[src/rtl/cpu_pkg.sv]
// Shared constants for the CPU data path: word widths, register control codes
// and the state encoding of the result-capture FSM.
package cpu_pkg;

    localparam int DATA_W = 5;
    localparam int CTRL_W = 5;

    localparam logic [CTRL_W-1:0] REG_HOLD  = 5'd0;
    localparam logic [CTRL_W-1:0] REG_LOAD  = 5'd1;
    localparam logic [CTRL_W-1:0] REG_CLEAR = 5'd2;

    typedef enum logic {
        IDLE = 1'b0,
        PEND = 1'b1
    } cap_state_e;

endpackage

[src/rtl/io_fifo.sv]
// Small synchronous FIFO with a combinational head word. A push into a full
// FIFO is accepted when a pop frees the slot on the same edge.
module io_fifo #(
    parameter int W     = 5,
    parameter int DEPTH = 4
) (
    input  logic         clk,
    input  logic         srst,
    input  logic         push_i,
    input  logic         pop_i,
    input  logic [W-1:0] data_i,
    output logic [W-1:0] head_o,
    output logic         full_o,
    output logic         empty_o
);

    localparam int AW = $clog2(DEPTH);
    localparam int CW = AW + 1;

    logic [W-1:0]  mem_q [DEPTH];
    logic [AW-1:0] wr_ptr_q, wr_ptr_d;
    logic [AW-1:0] rd_ptr_q, rd_ptr_d;
    logic [CW-1:0] count_q, count_d;
    logic          do_push;
    logic          do_pop;

    assign full_o  = (count_q == CW'(DEPTH));
    assign empty_o = (count_q == '0);
    assign head_o  = mem_q[rd_ptr_q];

    assign do_pop  = pop_i && !empty_o;
    assign do_push = push_i && (!full_o || do_pop);

    // DEPTH is a power of two, so the pointers wrap by natural overflow.
    always_comb begin
        wr_ptr_d = wr_ptr_q;
        rd_ptr_d = rd_ptr_q;
        count_d  = count_q;
        if (do_push) begin
            wr_ptr_d = wr_ptr_q + AW'(1);
        end
        if (do_pop) begin
            rd_ptr_d = rd_ptr_q + AW'(1);
        end
        if (do_push && !do_pop) begin
            count_d = count_q + CW'(1);
        end else if (do_pop && !do_push) begin
            count_d = count_q - CW'(1);
        end
    end

    always_ff @(posedge clk) begin
        if (srst) begin
            wr_ptr_q <= '0;
            rd_ptr_q <= '0;
            count_q  <= '0;
        end else begin
            wr_ptr_q <= wr_ptr_d;
            rd_ptr_q <= rd_ptr_d;
            count_q  <= count_d;
        end
    end

    always_ff @(posedge clk) begin
        if (do_push) begin
            mem_q[wr_ptr_q] <= data_i;
        end
    end

endmodule

[src/rtl/cpu_io_bridge.sv]
// Host-side bridge for the CPU data path: feeds operands to Rx via entrada and
// collects Rz results from saida by snooping the tx/tz control codes.
module cpu_io_bridge #(
    parameter int DATA_W = cpu_pkg::DATA_W,
    parameter int CTRL_W = cpu_pkg::CTRL_W,
    parameter int DEPTH  = 4
) (
    input  logic              clock,
    input  logic              reset,
    input  logic              in_valid,
    input  logic [DATA_W-1:0] in_data,
    output logic              in_ready,
    output logic              out_valid,
    output logic [DATA_W-1:0] out_data,
    input  logic              out_ready,
    input  logic [CTRL_W-1:0] tx,
    input  logic [CTRL_W-1:0] tz,
    input  logic [DATA_W-1:0] saida,
    output logic [DATA_W-1:0] entrada,
    output logic              underflow,
    output logic              overflow,
    input  logic              clr_flags
);

    import cpu_pkg::*;

    localparam logic [CTRL_W-1:0] LOAD_C = CTRL_W'(REG_LOAD);

    logic              tx_load, tz_load;
    logic              in_push, in_full, in_empty;
    logic [DATA_W-1:0] in_head;
    logic              out_push, out_pop, out_full, out_empty;
    logic [DATA_W-1:0] out_head;
    cap_state_e        state_q, state_d;
    logic              underflow_q, underflow_d;
    logic              overflow_q, overflow_d;

    assign tx_load = (tx == LOAD_C);
    assign tz_load = (tz == LOAD_C);

    assign in_push  = in_valid && in_ready;
    assign in_ready = !in_full;
    assign entrada  = in_empty ? '0 : in_head;

    io_fifo #(.W(DATA_W), .DEPTH(DEPTH)) u_operand_fifo (
        .clk     (clock),
        .srst    (reset),
        .push_i  (in_push),
        .pop_i   (tx_load),
        .data_i  (in_data),
        .head_o  (in_head),
        .full_o  (in_full),
        .empty_o (in_empty)
    );

    assign out_pop   = out_valid && out_ready;
    assign out_valid = !out_empty;
    assign out_data  = out_head;

    io_fifo #(.W(DATA_W), .DEPTH(DEPTH)) u_result_fifo (
        .clk     (clock),
        .srst    (reset),
        .push_i  (out_push),
        .pop_i   (out_pop),
        .data_i  (saida),
        .head_o  (out_head),
        .full_o  (out_full),
        .empty_o (out_empty)
    );

    // Rz only shows the new value one cycle after the load edge, hence PEND.
    always_ff @(posedge clock) begin
        if (reset) begin
            state_q <= IDLE;
        end else begin
            state_q <= state_d;
        end
    end

    always_comb begin
        state_d = state_q;
        case (state_q)
            IDLE:    state_d = tz_load ? PEND : IDLE;
            PEND:    state_d = tz_load ? PEND : IDLE;
            default: state_d = IDLE;
        endcase
    end

    always_comb begin
        out_push = 1'b0;
        if (state_q == PEND) begin
            out_push = 1'b1;
        end
    end

    // Setting a flag overrides a simultaneous clear.
    always_comb begin
        underflow_d = clr_flags ? 1'b0 : underflow_q;
        overflow_d  = clr_flags ? 1'b0 : overflow_q;
        if (tx_load && in_empty) begin
            underflow_d = 1'b1;
        end
        if (out_push && out_full && !out_pop) begin
            overflow_d = 1'b1;
        end
    end

    always_ff @(posedge clock) begin
        if (reset) begin
            underflow_q <= 1'b0;
            overflow_q  <= 1'b0;
        end else begin
            underflow_q <= underflow_d;
            overflow_q  <= overflow_d;
        end
    end

    assign underflow = underflow_q;
    assign overflow  = overflow_q;

endmodule

[config.mk]
export PLATFORM = sky130hd
export DESIGN_NAME = cpu_io_bridge
export DESIGN_NICKNAME = d
export VERILOG_FILES = /design/src/rtl/cpu_pkg.sv /design/src/rtl/io_fifo.sv /design/src/rtl/cpu_io_bridge.sv
export SDC_FILE = /design/constraint.sdc
export NUM_CORES = 1
export LEC_CHECK = 0
export ABC_AREA = 1
export BUFFER_PORTS_ARGS = -buffer_cell sky130_fd_sc_hd__buf_2
export CAP_MARGIN = 10
export CORE_AREA = 5 5 76 78
export DETAILED_ROUTE_END_ITERATION = 7
export DIE_AREA = 0 0 81 83
export PLACE_DENSITY = 0.75
export SLEW_MARGIN = 10
export SYNTH_ARGS = -nofsm -noshare
export SYNTH_HDL_FRONTEND = slang
export SYNTH_SLANG_ARGS = --single-unit
[constraint.sdc]
create_clock -name clock -period 2.03 [get_ports clock]
set_input_delay 0.203 -clock clock [delete_from_list [all_inputs] [get_ports clock]]
set_output_delay 0.203 -clock clock [all_outputs]
set_load 0.01 [all_outputs]
==> flow_summary_export.csv, run 1 <==
group,metric,value,unit
status,status,"complete, no violations",
floorplan,initial_core_util,0.5260,
worst_setup_path,path_delay_family,"adder cells",
yosys,yosysSeqAreaShare,0.6154,
worst_setup_path,rr_worst_depth,11,
placement,dpl.hpwl,3342,um
cells_and_area,n_antenna_cell,0,
yosys,netlist_top_cells_count,"nor2_1, edfxtp_1, inv_1",
floorplan,die_area,6723,um^2
worst_setup_path,cp-startpoint,"u_result_fifo.count_q[1]",
routing,num_vias,1830,
clock_network,post_cts_buffers,0,
clock_network,cts.sinks,61,
clock_network,cts_htree_levels,3,
sta,relSlewSlack,0.6451,
worst_setup_path,r2r-start,"u_result_fifo.count_q[1]",
cells_and_area,drive_above_1_share,0.2517,
yosys,postSynth.asyncResetShare,0,
worst_setup_path,cp-end-kind,"register",
worst_setup_path,critPathMaxStageDelay,430,ps
sta,setup_viol,0,
placement,place_ws,196.8,ps
yosys,yosysTopAreaCell,"edfxtp_1",
routing,drc,0,
worst_setup_path,path_class,"register to register",
power,switching_share,0.2655,
worst_setup_path,cp.arrival,2040,ps
floorplan,core-area,5010,um^2
yosys,ys_warn_count,0,
yosys,ys_types,27,
worst_setup_path,path_cells,"nor2_4, nand3_2, nand2_4, inv_2, ha_1, inv_1, fa_1, nand2_1, nand3_1, o21ai_0, a21oi_1",
worst_setup_path,crit_path_end,"u_result_fifo.count_q[2]",
worst_setup_path,cp-start-kind,"register",
worst_setup_path,worstPathRequired,2250,ps
floorplan,rows,26,
floorplan,die_height,83,um
worst_setup_path,crit_path_top_delay_cell,"dfxtp_1",
sta,setup_ws,206.3,ps
job,max_cap_viol_count,0,
yosys,yosys_register_bits,61,
yosys,avgSynthCellArea,10.46,um^2
floorplan,die_x,81,um
power,clock_power_share,0.382,
yosys,syn_inst,252,
placement,dp_cells,357,
placement,placed_cell_area,2893,um^2
placement,gp_congestion,0.7518,
sta,finalClockSkew,4.887,ps
floorplan,boundaryPins,39,
power,leakagePower,1.255,nW
sta,layout_min_cycle_time,1824,ps
sta,final_hold_viol_count,0,
sta,worst_slew_pin_slew,530.4,ps
cells_and_area,post-route-cell-area,3127,um^2
yosys,syn-cell-area,2635,um^2
worst_setup_path,cp.buffers_inverters,2,
sta,rsz0062_at_grt,"no",
global_routing,gr-total-overflow,0,
min_path,hp-class,"input pin to register",
global_routing,antenna_found_initial,0,
placement,numPortBuffers,38,
yosys,synthFlopType,"edfxtp_1",
yosys,synthesis.nets,289,
worst_setup_path,cp_max_fo,7,
routing,drt_iter0_drc,94,
routing,routedWlPerCell,12.93,um
cells_and_area,stdcell_count,372,
power,peakVddDrop,0.0005511,V
sta,fmax,548.3,MHz
global_routing,grt_pass1_wl,7907,um
routing,ant_nets,0,
sta,maxSlewViolCount,0,
clock_network,clockBufferDepth,2,
routing,wl,4809,um
yosys,synth_top_cell_area_share,0.4558,
power,pwr-share-comb,0.166,
cells_and_area,synthToLayoutAreaGrowth,18.66,%
power,switchingPower,871.4,uW
yosys,synth_edf_count,40,
power,sequentialPowerShare,0.452,
yosys,synthTopCellsByArea,"edfxtp_1, dfxtp_1, nor2_1",
global_routing,grt_pass1_vias,1774,
worst_setup_path,reg2reg_slack,210,ps
yosys,synth.most_common_cell,"nor2_1",
clock_network,cts_tree,"done",
routing,drt_first_pass_iters,4,
clock_network,path_clk_slew,60,ps
clock_network,clock_latency,330,ps
power,power.density,1050,nW/um^2
clock_network,hold_buffers,0,
cells_and_area,post-route-util,0.6241,
sta,tns,0,ps
clock_network,numCtsBuffers,9,
clock_network,clockRootBuffer,"clkbuf_8",
sta,fin_crit_sh,0.8984,
routing,vias_per_cell,4.919,
power,internal_power,2.411,mW
worst_setup_path,reg2reg_to,"u_result_fifo.count_q[2]",
cells_and_area,fin_nets,335,
worst_setup_path,cp_num_cells,11,
global_routing,grtUsageTotal,0.1557,
global_routing,grt_max_degree,13,
clock_network,ctsResizeCount,0,
-- metrics by stage --
stage	hold slack, ps	total power [mW]
2_1_floorplan	270.0	1.867
3_3_place_gp	365.0	2.027
3_5_place_dp	370.9	2.048
4_1_cts	9.120	3.303
5_1_grt	18.76	3.441
6_report	27.40	3.282
-- registers in the layout, summed over array words and instances, names as in the netlist, named ones only --
signal,cells
overflow,1
state_q,1
u_operand_fifo.count_q,3
u_operand_fifo.mem_q,20
u_operand_fifo.rd_ptr_q,2
u_operand_fifo.wr_ptr_q,2
u_result_fifo.count_q,3
u_result_fifo.mem_q,20
u_result_fifo.rd_ptr_q,2
u_result_fifo.wr_ptr_q,2
underflow,1
-- power groups by stage --
stage / combinational (mW) / clock (mW) / sequential (mW)
2_1_floorplan: 0.388 / 0 / 1.48
4_1_cts: 0.550 / 1.27 / 1.48
3_3_place_gp: 0.524 / 0 / 1.50
6_report: 0.545 / 1.25 / 1.48
5_1_grt: 0.620 / 1.32 / 1.50
3_5_place_dp: 0.542 / 0 / 1.51
-- logic make-up after synthesis --
kind of cell,share of synthesized area
AO/OA/AOI/OAI,0.1078
XOR/XNOR,0.006649
adder cells (fa/ha/maj),0.06268
buffers and inverters,0.05888
flip-flops,0.6154
AND/OR/NAND/NOR,0.1486
-- how the worst min path moves through the flow --
| stage | startpoint | endpoint | slack [ps] | cells past startpoint |
|---|---|---|---|---|
| floorplan | reset | register | 270 | 1 |
| global placement | tz[4] | state_q | 360 | 2 |
| detailed placement | tz[4] | state_q | 370 | 2 |
| CTS | tz[4] | state_q | 9 | 2 |
| global route | tz[4] | state_q | 20 | 2 |
| finish | tz[4] | state_q | 30 | 2 |
-- metal layers --
metal,part of all wire,vias to the layer above,GRT usage
met5,0,-,0
met4,0.025,0,0.08449
met3,0.049,13,0.04545
met2,0.48,41,0.2397
met1,0.44,844,0.1941
li1,-,932,-
-- layout by cell type, fill, tap and decap left out, types with 2 or more instances in the layout --
cell,netlist,layout
nor2_1,51,51
edfxtp_1,40,40
buf_2,1,38
inv_1,28,28
o21ai_0,25,24
dfxtp_1,21,18
a21oi_1,17,17
nand2_1,12,12
ha_1,10,10
clkbuf_8,0,9
inv_2,7,7
nand3_1,6,6
o21ai_1,5,6
o22ai_1,5,5
nand3_2,3,3
nand2_4,3,3
nor2_2,3,3
dfxtp_2,0,3
bufinv_16,0,3
nand2_2,2,2
xor2_1,2,2
fa_1,2,2
clkinv_1,1,2
-- layout make-up --
class                           count  area [um^2]
Fill cell                         445         1883
Inverter                           36        138.9
Tap cell                           70        87.58
Multi-Input combinational cell    152        858.3
Clock inverter                      6        102.6
Timing Repair Buffer               38        190.2
Clock buffer                        9        123.9
Sequential cell                    61         1625
No activity file was read; power rests on OpenSTA's default activity.
==> run 2, diff against run 1 <==
--- a/config.mk
+++ b/config.mk
@@ -8,11 +8,11 @@
 export ABC_AREA = 1
 export BUFFER_PORTS_ARGS = -buffer_cell sky130_fd_sc_hd__buf_2
 export CAP_MARGIN = 10
-export CORE_AREA = 5 5 76 78
+export CORE_AREA = 5 5 84 70
 export DETAILED_ROUTE_END_ITERATION = 7
-export DIE_AREA = 0 0 81 83
-export PLACE_DENSITY = 0.75
-export SLEW_MARGIN = 10
+export DIE_AREA = 0 0 89 75
+export PLACE_DENSITY = 0.76
+export SLEW_MARGIN = 20
 export SYNTH_ARGS = -nofsm -noshare
 export SYNTH_HDL_FRONTEND = slang
 export SYNTH_SLANG_ARGS = --single-unit
==> run 2 against run 1 <==
First-iteration DRC count increased by 28%. Utilization up 0.21 points. Sequential power hardly changed. Hold slack gained 5.3 ps. Flip-flop and latch count stayed put. Clock-buffer cell count stayed put. Final cell count fell by 1.6%. Via count grew 0.11%. Critical path depth did not move. Register-to-register slack worse by 40 ps.
==> flow_summary_export.csv, run 2 (same netlist as run 1, synthesis figures left out) <==
group,metric,value,unit
min_path,hp-start,"tz[4]",
routing,ant_nets,0,
sta,finalClockSkew,6.473,ps
global_routing,grt_pass1_wl,7879,um
worst_setup_path,crit_path_end,"u_operand_fifo.count_q[2]",
job,max_cap_viol_count,0,
placement,place_ws,166.3,ps
worst_setup_path,path_class,"register to register",
floorplan,die_area,6675,um^2
worst_setup_path,path_cells,"inv_2, nand3_2, nand2_2, inv_1, ha_1, inv_1, fa_1, nand2_1, nand3_1, o21ai_0, a21oi_1",
power,switchingPower,865.5,uW
worst_setup_path,cp_max_fo,9,
sta,maxSlewViolCount,0,
cells_and_area,reg_top3,"u_operand_fifo.mem_q (20), u_result_fifo.mem_q (20)",
cells_and_area,fin_nets,336,
floorplan,die_height,75,um
clock_network,post_cts_buffers,0,
worst_setup_path,crit_path_top_delay_cell,"dfxtp_1",
worst_setup_path,path_delay_family,"adder cells",
global_routing,grtUsageTotal,0.1600,
power,power.density,986.8,nW/um^2
worst_setup_path,cp.arrival,2080,ps
sta,setup_viol,0,
worst_setup_path,worstPathRequired,2240,ps
power,leakagePower,1.236,nW
cells_and_area,drive_above_1_share,0.2467,
global_routing,antenna_found_initial,0,
floorplan,rows,23,
routing,num_vias,1832,
sta,tns,0,ps
status,status,"complete, no violations",
sta,rsz0062_at_grt,"no",
floorplan,core-area,4921,um^2
cells_and_area,post-route-util,0.6262,
worst_setup_path,cp-start-kind,"register",
sta,worst_slew_pin_slew,580.5,ps
worst_setup_path,reg2reg_slack,160,ps
sta,setup_ws,164.9,ps
worst_setup_path,cp.buffers_inverters,3,
routing,drt_first_pass_iters,4,
placement,gp_congestion,0.7746,
min_path,hold_depth,2,
routing,vias_per_cell,5.005,
sta,relSlewSlack,0.6115,
worst_setup_path,cp-startpoint,"u_operand_fifo.count_q[0]",
clock_network,clockBufferDepth,2,
clock_network,numCtsBuffers,9,
global_routing,grt_max_degree,13,
routing,drt_iter0_drc,120,
routing,routedWlPerCell,13.32,um
worst_setup_path,rr_worst_depth,11,
worst_setup_path,r2r-start,"u_operand_fifo.count_q[0]",
floorplan,die_x,89,um
sta,layout_min_cycle_time,1865,ps
cells_and_area,n_antenna_cell,0,
global_routing,gr-total-overflow,0,
worst_setup_path,cp-end-kind,"register",
power,clock_power_share,0.330,
worst_setup_path,reg2reg_to,"u_operand_fifo.count_q[2]",
cells_and_area,final_cell_mix,"nor2_1, edfxtp_1, buf_2, inv_1, o21ai_0",
cells_and_area,post-route-cell-area,3082,um^2
worst_setup_path,path_common_cell,"inv_1",
cells_and_area,mostFrequentLayoutCell,"nor2_1",
power,sequentialPowerShare,0.483,
sta,fmax,536.2,MHz
power,internal_power,2.176,mW
routing,drc,0,
clock_network,cts_tree,"done",
placement,dpl.hpwl,3466,um
global_routing,grt_pass1_vias,1744,
sta,fin_crit_sh,0.9188,
clock_network,path_clk_slew,70,ps
routing,wl,4874,um
worst_setup_path,cp_num_cells,11,
power,switching_share,0.2846,
placement,numPortBuffers,38,
power,pwr-share-comb,0.188,
sta,final_hold_viol_count,0,
cells_and_area,synthToLayoutAreaGrowth,16.95,%
clock_network,cts.sinks,61,
clock_network,hold_buffers,0,
power,total_power,3.041,mW
floorplan,initial_core_util,0.5355,
placement,placed_cell_area,2890,um^2
clock_network,clock_latency,320,ps
power,peakVddDrop,0.0004818,V
worst_setup_path,critPathMaxStageDelay,410,ps
min_path,hp-class,"input pin to register",
clock_network,cts_htree_levels,3,
cells_and_area,fillers,390,
clock_network,clockRootBuffer,"clkbuf_8",
floorplan,boundaryPins,39,
-- run 2: what timing repair did --
action                                  in CTS  in global routing
gates resized for setup                      0                  1
endpoints found under the setup margin       0                  1
hold endpoints to repair                     0                  0
-- run 2: routing by layer --
layer  wire, um  vias up  GRT usage  share of wire
met5          0        -          0              0
met4         19        0    0.03967         0.0039
met3        286        2    0.06236          0.059
met2       2400       44     0.2685           0.49
met1       2168      849     0.1966           0.44
li1           -      937          -              -
-- run 2: cell type report --
type | instances | area [um^2] | share of cell area
clock inverter | 7 | 66.31 | 0.02152
clock buffer | 9 | 123.9 | 0.04019
inverter | 36 | 135.1 | 0.04385
tap | 62 | 77.57 | 0.02517
sequential | 61 | 1623 | 0.5266
multi-input combinational | 152 | 858.3 | 0.2785
timing repair buffer | 39 | 197.7 | 0.06415
-- run 2: power by group through the flow --
stage               Clock, mW  Combinational, mW  Sequential, mW
floorplan                   0              0.388            1.48
global placement            0              0.550            1.49
detailed placement          0              0.573            1.49
CTS                      1.03              0.576            1.47
global route             1.09              0.648            1.48
finish                   1.00              0.571            1.47
-- run 2: worst register-to-register path, stage by stage, from the launching register on --
cell and delay [ps]:
dfxtp_1 410, inv_2 70, nand3_2 70, nand2_2 110
inv_1 80, ha_1 170, inv_1 70, fa_1 390
nand2_1 80, nand3_1 90, o21ai_0 170, a21oi_1 60
-- run 2: worst min-delay path by stage --
| stage | to | slack, ps |
|---|---|---|
| 5_1_grt | state_q | 1 |
| 2_1_floorplan | register | 270 |
| 6_report | state_q | 30 |
| 3_3_place_gp | state_q | 370 |
| 4_1_cts | state_q | 20 |
| 3_5_place_dp | state_q | 370 |
-- run 2: per-stage QoR --
stage | cells | hold slack, ps
after floorplan | 252 | 270.0
after global placement | 350 | 366.9
after detailed placement | 350 | 368.6
after CTS | 366 | 15.62
after global routing | 366 | 1.341
final | 366 | 32.65
==> run 3, diff against run 2 <==
==> constraint.sdc (replaced) <==
create_clock -name clock -period 1.8 [get_ports clock]
set_input_delay 0.18 -clock clock [delete_from_list [all_inputs] [get_ports clock]]
set_output_delay 0.18 -clock clock [all_outputs]
set_load 0.01 [all_outputs]
==> run 3 against run 2 <==
Clock skew rose by 5.1 ps. First-iteration DRC count down 23%. Final cell count up 3.6%. Fmax rose by 12%. Routed wire length shrank 0.94%. Via count about the same. Critical path depth down 2. Hold slack better by 39 ps. Worst setup slack got worse by 35 ps. Utilization increased by 2.4 points. Critical endpoint is now u_result_fifo.count_q[1].
==> flow_summary_export.csv, run 3 (same netlist as run 1, synthesis figures left out) <==
group,metric,value,unit
sta,fmax,598.7,MHz
worst_setup_path,cp.arrival,1880,ps
cells_and_area,fillers,406,
min_path,hold_depth,1,
sta,maxSlewViolCount,0,
cells_and_area,synthToLayoutAreaGrowth,21.42,%
power,leakagePower,1.302,nW
routing,drt_first_pass_iters,5,
clock_network,cts.sinks,61,
sta,final_hold_viol_count,0,
power,power.density,1085,nW/um^2
placement,numPortBuffers,38,
cells_and_area,fin_nets,349,
floorplan,boundaryPins,39,
clock_network,cts_tree,"done",
cells_and_area,post-route-util,0.6501,
sta,worst_slew_pin_slew,477.6,ps
floorplan,die_area,6675,um^2
floorplan,initial_core_util,0.5355,
placement,dpl.hpwl,3474,um
clock_network,clockBufferDepth,2,
floorplan,rows,23,
clock_network,cts_htree_levels,3,
worst_setup_path,worstPathRequired,2010,ps
status,status,"complete, no violations",
worst_setup_path,rr_worst_depth,9,
global_routing,antenna_found_initial,0,
min_path,hp-class,"input pin to register",
worst_setup_path,cp-end-kind,"register",
global_routing,gr-total-overflow,0,
min_path,holdPathEnd,"u_operand_fifo.mem_q[1][0]",
clock_network,clock_latency,320,ps
sta,fin_crit_sh,0.9280,
clock_network,clockRootBuffer,"clkbuf_8",
worst_setup_path,reg2reg_slack,130,ps
worst_setup_path,cp-start-kind,"register",
placement,dp_cells,359,
global_routing,grt_max_degree,13,
floorplan,die_x,89,um
worst_setup_path,path_class,"register to register",
cells_and_area,n_antenna_cell,0,
worst_setup_path,reg2reg_to,"u_result_fifo.count_q[1]",
worst_setup_path,cp_max_fo,3,
routing,num_vias,1831,
global_routing,grt_pass1_vias,1745,
job,max_cap_viol_count,0,
routing,drt_iter0_drc,92,
cells_and_area,reg_top3,"u_operand_fifo.mem_q (20), u_result_fifo.mem_q (20)",
sta,rsz0062_at_grt,"no",
global_routing,grtUsageTotal,0.1603,
global_routing,grt_pass1_wl,7928,um
min_path,hp-start,"in_data[0]",
routing,drc,0,
placement,gp_congestion,0.7538,
floorplan,die_height,75,um
sta,relSlewSlack,0.6804,
cells_and_area,mostFrequentLayoutCell,"nor2_1",
sta,finalClockSkew,11.58,ps
routing,ant_nets,0,
power,peakVddDrop,0.0006893,V
routing,routedWlPerCell,12.74,um
floorplan,core-area,4921,um^2
cells_and_area,drive_above_1_share,0.2997,
sta,setup_viol,0,
clock_network,numCtsBuffers,9,
cells_and_area,stdcell_count,379,
routing,vias_per_cell,4.831,
sta,layout_min_cycle_time,1670,ps
cells_and_area,final_cell_mix,"nor2_1, edfxtp_1, buf_2, inv_1, o21ai_0",
routing,wl,4828,um
clock_network,path_clk_slew,60,ps
worst_setup_path,r2r-start,"u_result_fifo.count_q[1]",
sta,tns,0,ps
## run 3: how the worst max path moves through the flow
stage                                        start                       end
final                     u_result_fifo.count_q[1]  u_result_fifo.count_q[1]
after global routing      u_result_fifo.count_q[0]  u_result_fifo.count_q[2]
after CTS                 u_result_fifo.count_q[1]  u_result_fifo.count_q[2]
after detailed placement  u_result_fifo.count_q[1]  u_result_fifo.count_q[2]
after global placement    u_result_fifo.count_q[1]  u_result_fifo.count_q[2]
after floorplan           u_result_fifo.count_q[0]  u_result_fifo.count_q[2]
## run 3: area by class of cell
cell class / count / area, um^2 / share of cell area
sequential: 61 / 1625 / 0.5080
clock buffer: 11 / 131.4 / 0.04106
tap: 62 / 77.57 / 0.02425
multi-input combinational: 152 / 878.3 / 0.2745
inverter: 36 / 135.1 / 0.04224
clock inverter: 5 / 51.30 / 0.01603
timing repair buffer: 52 / 300.3 / 0.09386
## run 3: timing repair
action / CTS / global route
endpoints found under the hold margin: 1 / 0
hold buffers: 2 / 0
resized for setup: 0 / 14
endpoints found under the setup margin: 0 / 4
buffers inserted: 0 / 2
## run 3: critical path, stage by stage (launching register included)
cell     delay (ps)
dfxtp_2         350
nor2_4          150
nand3_2         110
nand2_4          70
inv_2            50
ha_2            180
inv_2            60
fa_2            420
o21ai_1         120
nor2_1           50
## run 3: power breakdown
group | leakage, nW | switching (mW) | internal, mW
Clock | 0.0907 | 0.472 | 0.630
Combinational | 0.675 | 0.423 | 0.291
Sequential | 0.535 | 0.0686 | 1.59
Total | 1.30 | 0.964 | 2.51
## run 3: through the flow
stage	hold WS, ps	total power, mW	setup WS [ps]	instance area [um^2]
after global placement	344.6	2.319	83.50	2958
after global routing	53.07	3.660	8.120	3199
final	71.76	3.470	129.7	3199
after detailed placement	344.5	2.340	10.01	2958
after CTS	45.64	3.460	17.69	3161
after floorplan	247.0	2.106	85.25	2635
## run 3: routing by layer
layer  routed length, um  global-route usage  part of all wire  vias up
li1                    -                   -                 -      963
met1                2222              0.2024              0.46      827
met2                2304              0.2545              0.48       34
met3                 237             0.05033             0.049        7
met4                  63             0.07438             0.013        0
met5                   0                   0                 0        -
